`src/rtl/src_sel_pkg.sv`:
```
// rtl/src_sel_pkg.sv - shared select codes and extension mode for the source-select stage
package src_sel_pkg;

    localparam int SRC_REG = 0;
    localparam int SRC_IMM = 1;
    localparam int SRC_FWD = 2;

    typedef enum logic {
        EXT_ZERO = 1'b0,
        EXT_SIGN = 1'b1
    } ext_mode_e;

endpackage

```
`src/rtl/stage_fifo2.sv`:
```
// rtl/stage_fifo2.sv - two-entry output buffer with registered ready/valid flags
module stage_fifo2 #(
    parameter int DW = 9
) (
    input  logic          clk,
    input  logic          rst_n,
    input  logic [DW-1:0] in_data,
    input  logic          in_valid,
    output logic          in_ready,
    output logic [DW-1:0] out_data,
    output logic          out_valid,
    input  logic          out_ready
);

    logic [DW-1:0] head;
    logic [DW-1:0] tail;
    logic [1:0]    occ;
    logic [1:0]    occ_next;
    logic          push;
    logic          pop;

    assign push     = in_valid && in_ready;
    assign pop      = out_valid && out_ready;
    assign out_data = head;

    // Next occupancy from this cycle's push/pop pair
    always_comb begin
        occ_next = occ;
        if (push && !pop) begin
            occ_next = occ + 2'd1;
        end else if (pop && !push) begin
            occ_next = occ - 2'd1;
        end
    end

    // Occupancy and flags; flags come from registers so out_ready never reaches in_ready combinationally
    // in_ready stays low during reset and rises on the first edge after release
    always_ff @(posedge clk or negedge rst_n) begin
        if (!rst_n) begin
            occ       <= 2'd0;
            in_ready  <= 1'b0;
            out_valid <= 1'b0;
        end else begin
            occ       <= occ_next;
            in_ready  <= (occ_next < 2'd2);
            out_valid <= (occ_next != 2'd0);
        end
    end

    // Entry storage: head is what the consumer sees, tail only fills at occupancy 1 without a pop
    // head is left untouched when the buffer empties so out_data holds its last value
    always_ff @(posedge clk or negedge rst_n) begin
        if (!rst_n) begin
            head <= '0;
            tail <= '0;
        end else begin
            if (push && (occ == 2'd0 || (occ == 2'd1 && pop))) begin
                head <= in_data;
            end else if (pop && occ == 2'd2) begin
                head <= tail;
            end
            if (push && occ == 2'd1 && !pop) begin
                tail <= in_data;
            end
        end
    end

endmodule

```
`src/rtl/src_sel_stage.sv`:
```
// rtl/src_sel_stage.sv - operand source select with immediate extension and buffered output
module src_sel_stage
    import src_sel_pkg::*;
#(
    parameter  int WIDTH   = 8,
    parameter  int NUM_SRC = 3,
    parameter  int IMM_W   = 4,
    localparam int SEL_W   = (NUM_SRC > 1) ? $clog2(NUM_SRC) : 1
) (
    input  logic                     clk,
    input  logic                     rst_n,
    input  logic [NUM_SRC*WIDTH-1:0] in_src,
    input  logic [IMM_W-1:0]         in_imm,
    input  logic                     in_ext_mode,
    input  logic [SEL_W-1:0]         in_sel,
    input  logic                     in_valid,
    output logic                     in_ready,
    output logic [WIDTH-1:0]         out_data,
    output logic                     out_err,
    output logic                     out_valid,
    input  logic                     out_ready,
    output logic [7:0]               err_count
);

    logic [WIDTH-1:0] imm_ext;
    logic [WIDTH-1:0] sel_data;
    logic             sel_err;
    logic             accept;
    logic [WIDTH:0]   fifo_out;

    generate
        if (IMM_W == WIDTH) begin : g_imm_full
            assign imm_ext = in_imm;
        end else begin : g_imm_ext
            logic fill;
            assign fill    = (ext_mode_e'(in_ext_mode) == EXT_SIGN) && in_imm[IMM_W-1];
            assign imm_ext = {{(WIDTH-IMM_W){fill}}, in_imm};
        end
    endgenerate

    // Select decode: immediate code wins, other legal codes pick a source, the rest flag an error
    always_comb begin
        sel_data = '0;
        sel_err  = 1'b0;
        if (int'(in_sel) == SRC_IMM) begin
            sel_data = imm_ext;
        end else if (int'(in_sel) < NUM_SRC) begin
            for (int k = 0; k < NUM_SRC; k++) begin
                if (int'(in_sel) == k) begin
                    sel_data = in_src[k*WIDTH +: WIDTH];
                end
            end
        end else begin
            sel_err = 1'b1;
        end
    end

    assign accept = in_valid && in_ready;

    stage_fifo2 #(
        .DW (WIDTH + 1)
    ) u_fifo (
        .clk       (clk),
        .rst_n     (rst_n),
        .in_data   ({sel_err, sel_data}),
        .in_valid  (in_valid),
        .in_ready  (in_ready),
        .out_data  (fifo_out),
        .out_valid (out_valid),
        .out_ready (out_ready)
    );

    assign out_err  = fifo_out[WIDTH];
    assign out_data = fifo_out[WIDTH-1:0];

    // Saturating count of accepted illegal selects
    always_ff @(posedge clk or negedge rst_n) begin
        if (!rst_n) begin
            err_count <= 8'd0;
        end else if (accept && sel_err && err_count != 8'hFF) begin
            err_count <= err_count + 8'd1;
        end
    end

endmodule

```
`config.mk`:
```
export PLATFORM = sky130hd
export DESIGN_NAME = src_sel_stage
export DESIGN_NICKNAME = d
export VERILOG_FILES = /design/src/rtl/src_sel_pkg.sv /design/src/rtl/stage_fifo2.sv /design/src/rtl/src_sel_stage.sv
export SDC_FILE = /design/constraint.sdc
export NUM_CORES = 1
export LEC_CHECK = 0
export ABC_CLOCK_PERIOD_IN_PS = 1400
export CAP_MARGIN = 30
export CORE_ASPECT_RATIO = 0.8
export CORE_MARGIN = 8
export CORE_UTILIZATION = 40
export DETAILED_ROUTE_END_ITERATION = 10
export PLACE_DENSITY = 0.78
export SYNTH_ARGS = -nofsm -noshare
export SYNTH_HDL_FRONTEND = slang
export SYNTH_SLANG_ARGS = --single-unit
export TNS_END_PERCENT = 20
```
`constraint.sdc`:
```
create_clock -name clk -period 1.4 [get_ports clk]
set_input_delay 0.14 -clock clk [delete_from_list [all_inputs] [get_ports clk]]
set_output_delay 0.14 -clock clk [all_outputs]
set_load 0.1 [all_outputs]
```
Word level (Yosys, flattened, before mapping)
Cells that the tools add are included.

Flip-flop bits (word level): 30. Input bits: 35. Output and inout bits: 19. Word-level logic and storage cells: 45.

Add/subtract/negate cells: 3. $lt $le $gt $ge: 2. Eq/ne operators: 5. Multiplexer cells: 10. Reductions and logical operators: 19.

Operators by type and width (count): $mux 8 (4); $mux 9 (2); $logic_and 1x1->1 (12); $add 8x1->8 const B (1); $ne 8x8->1 const B (1); $eq 2x2->1 const B (3); $logic_not 2->1 (2); $lt 2x2->1 const B (2); $mux 2 (2); $reduce_bool 2->1 (2); $add 2x1->2 const B (1); $eq 2x1->1 const B (1); $logic_not 1->1 (2); $mux 1 (2); $sub 2x1->2 const B (1); $logic_or 1x1->1 (1).

Depth between registers and ports, before layout
Depth in word-level cells: 6. Mapped depth: 7. Gate-level depth less buffers: 6.

Hierarchy
Synthesis repeated with hierarchy kept, for this count alone.

Cells, all modules: 137. Area total of the unflattened synthesis: 1707.9 um2.

By module, submodules not included: stage_fifo2 (instances 1, cells each 75, area each 1099.8 um2, seq. area each 550.5 um2); src_sel_stage (instances 1, cells each 62, area each 608.1 um2, seq. area each 200.2 um2).

Least setup slack after synthesis
OpenSTA, ideal clock, no wires.

Kind: reg-to-reg. Start: register err_count[0]. End: register err_count[6]. Setup time: 0.126 ns. Arrival time: 2.055 ns. Data required time: 1.274 ns. Path slack: -0.781 ns. Cell stages (with the launch flop): 6. Path buffers: 0. Period minus slack after synthesis: 2.181 ns. Cell sequence: dfrtp_1 > ha_1 > and2_1 > nand4_1 > nor3_1 > mux2_2.

Word-level cells in the longest chain between the ends: 2. Elaborated cells on any way between the ends: 3. Classes of those cells: 1 x add/sub; 1 x eq/ne; 1 x reduce/logical.

Ends and longest elaborated chain: start: declaration (line src_sel_stage.sv:22) `output logic [7:0] err_count`; start signal: assignment (line src_sel_stage.sv:81) `err_count <= err_count + 8'd1;`; parallel branches: the longest is 2 deep, another holds $add 8x1->8.

Several ways; the timed one is not identified. A chain may end at the register's enable or synchronous reset.

Worst setup path in the final report
Start: register err_count[1]. End: register err_count[6].

The elaborated chain is that of the path after synthesis.

==> qor.yml <==
cts:
  cts.sinks: 30
  cts.path.max_buffers: 2
  cts_buffers: 5
  h-tree-depth: 2
  clk_pin_slew_ns: 0.07
  cts-root-buf: "clkbuf_8"
  cts.hold.buffers_added: 0
  clk_latency_ns: 0.29
  cts_tree: "yes"
power:
  p_clk_share_pct: 11.8
  power_frac_seq_pct: 26.0
  peakVddDrop_mv: 1.58
  switchingPower_uw: 2870
  switching_share_pct: 46.9
  p_per_area_nw_per_um2: 2220
  p_leak_uw: 0.00121
  total_power_uw: 6110
  intPower_uw: 3240
  combPwrFrac_pct: 62.2
die:
  die_h_um: 71.8
  die_area_sq_um: 6160
  die_x_um: 85.7
  core_area_sq_um: 3780
  fp-row-count: 20
  start_util_pct: 41.2
  ios: 54
logic_synthesis:
  yosys.area_share.adder_pct: 3.22
  synth.largest_area_cell: "dfrtp_1"
  yosysSeqAreaShare_pct: 48.2
  synthXorXnorAreaFrac_pct: 2.25
  yosysWarnings: 0
  yosys.area_share.simple_pct: 12.5
  synth_compound_area_share_pct: 11.4
  syn_area_sq_um: 1560
  synth.distinct_cells: 32
  synth_cells: 144
  netlist_top_cells_area: "dfrtp_1 48%, mux2i_1 10%, mux2_2 8.7%"
  synth_top_family_by_area: "multiplexers"
  ys_ff_latch: 30
  synth_fp_nets: 183
  yosysTopAreaCellShare_pct: 48.2
  synth_area_per_cell_sq_um: 10.8
  synthMuxAreaShare_pct: 20.4
routing:
  drc: 0
  drt-initial-drc-count: 64
  viasPerCell: 5.06
  routed.top_layer: "met4"
  ant_nets: 0
  dr.pass1.iters: 4
  routed_wl_um: 4840
  wl_met1_um: 2030
  wl_per_cell_um: 17.1
  vias: 1426
  wl_met2_um: 2480
  met3_length_um: 273
grt:
  grt_antenna_before_repair: 0
  globalRouteOverflowTotal: 0
  grt_max_degree: 31
  grt_usage_pct: 16.4
  grt_first_pass_wirelength_um: 7910
  grt_pass1_vias: 1580
layout:
  layout.cells.non_filler: 282
  layout-drive-gt1-share_pct: 45.8
  postLayoutCellArea_sq_um: 2750
  areaGrowthSynthToFinish_pct: 76.4
  antennaDiodeCount: 0
  num-nets-final: 265
  nFillCells: 244
placed_design:
  dp_cells: 270
  place_congestion: 0.847
  portBuffers: 45
  hpwl_um: 3550
  placed_cell_area_sq_um: 2520
worst_setup_path:
  crit_fanout: 4
  worst_setup_path_end_kind: "register"
  crit_arrival_ns: 1.68
  cp-start-kind: "register"
  r2r-start: "err_count[1]$_DFFE_PN0P_"
  critPathRequiredTime_ns: 1.57
  critPathLaunch: "err_count[1]$_DFFE_PN0P_"
  critPathKind: "reg2reg"
timing:
  hold_violations: 0
  layout_min_cycle_time_ns: 1.51
  finalClockSkew_ns: 0.00915
  report.final.setup_viol: 3
  grt_setup_unrepaired: "yes"
  setup_slack_ns: -0.106
  worstMarginPinSlew_ns: 0.389
  fmax_mhz: 664
  maxSlewViolCount: 0
  slew_headroom_pct: 74.1
  post-route-period-util_pct: 108
status:
  status: "finished, violations left"
  failed_checks: "negative setup slack"
run:
  cap_viol_max_count: 0
min_path:
  hold_class: "in2async"
[cell usage after synthesis]
master,count
a21oi_1,6
a31oi_1,1
and2_1,1
and3_1,1
and4_1,1
buf_2,3
clkbuf_1,1
dfrtp_1,30
ha_1,4
inv_1,3
mux2_1,2
mux2_2,12
mux2i_1,16
nand2_1,17
nand2_2,1
nand3_1,2
nand3b_1,1
nand4_1,4
nand4b_1,1
nor2_1,5
nor2b_1,1
nor3_1,2
nor4_1,1
o211ai_1,1
o21ai_0,15
o21ai_2,1
o21bai_1,1
o2bb2ai_1,3
o31a_1,1
o31ai_1,1
or3_4,1
xnor2_1,4
[flip-flops by register name (all words and copies together), names as in the netlist]
register	cells
u_fifo.out_data	9
u_fifo.tail	9
err_count	8
u_fifo.occ	2
u_fifo.in_ready	1
u_fifo.out_valid	1
[worst max-delay path: stages (launching register included)]
cell,delay [ns]
dfrtp_4,0.42
ha_4,0.16
and2_4,0.16
nand4_1,0.15
nor3_2,0.18
mux2_4,0.32
[kinds of logic after synthesis]
kind of cell               after synthesis
xor gates and xnor gates                 4
and+or+nand+nor                         39
muxes                                   30
buffers and inverters                    7
DFF                                     30
adders and majority gates                4
AOI/OAI and AO/OA                       30
[metal layers]
metal,track usage (%),vias to the layer above
met2,29.2,33
met4,4.46,0
li1,-,686
met3,5.49,5
met5,0,-
met1,18.3,702
[area by class of cell]
type	instances	area, sq um	share of cell area [%]
Clock buffer	7	86.3	3.14
Inverter	3	11.3	0.410
Sequential cell	30	786	28.6
Tap cell	55	68.8	2.51
Multi-Input combinational cell	107	877	32.0
Clock inverter	1	5.00	0.182
Timing Repair Buffer	79	911	33.2
[metrics by stage]
| step | setup slack (ns) | setup TNS [ns] | hold slack, ns | utilization (%) |
|---|---|---|---|---|
| 6_report | -0.106 | -0.206 | 0.246 | 72.6 |
| 5_1_grt | -0.172 | -0.652 | 0.291 | 72.6 |
| 4_1_cts | -0.0938 | -0.357 | 0.260 | 70.3 |
| 3_5_place_dp | -0.299 | -4.39 | 0.490 | 66.8 |
| 3_3_place_gp | -0.194 | -2.74 | 0.462 | 66.8 |
| 2_1_floorplan | -0.301 | -3.48 | -0.156 | - |
[worst paths after layout]
check	to	slack [ns]	cells past startpoint
setup / recovery	err_count[6]$_DFFE_PN0P_	-0.11	5
hold / removal	u_fifo.out_data[3]$_DFFE_PN0P_	0.25	2
setup reg to reg	err_count[6]$_DFFE_PN0P_	-0.11	5
hold reg to reg	u_fifo.tail[8]$_DFFE_PN0P_	0.50	2
max in group asynchronous	u_fifo.in_ready$_DFF_PN0_	0.83	2
min in group clk	u_fifo.tail[8]$_DFFE_PN0P_	0.50	2
[power by group through the flow]
stage | Sequential (uW) | Clock (uW) | Combinational (uW)
after CTS | 1570 | 732 | 3640
after detailed placement | 1580 | 0 | 3600
after global routing | 1630 | 769 | 3970
after global placement | 1540 | 0 | 3480
final | 1590 | 723 | 3800
after floorplan | 2880 | 0 | 768
[cell usage in the layout, fill, tap and decap left out, types with 2 or more instances in the layout]
cell type,synthesis,routed
clkbuf_8,0,6
ha_4,0,2
xnor2_1,4,3
mux2_2,12,10
nor2_1,5,4
nand2_1,17,16
buf_6,0,4
mux2i_1,16,15
clkdlybuf4s50_1,0,26
mux2_4,0,4
nor3_2,0,2
o21ai_0,15,14
o2bb2ai_1,3,3
buf_4,0,30
buf_12,0,19
nand4_1,4,4
a21oi_1,6,5
dfrtp_4,0,9
dfrtp_1,30,20
nand2_2,1,2
inv_2,0,3
[timing repair]
item / in CTS / in global routing
gates resized for setup: 6 / 19
setup endpoints to repair: 10 / 28
pin swaps: 7 / 5
setup buffers: 2 / 3
Power figures use the tool's default switching activity.
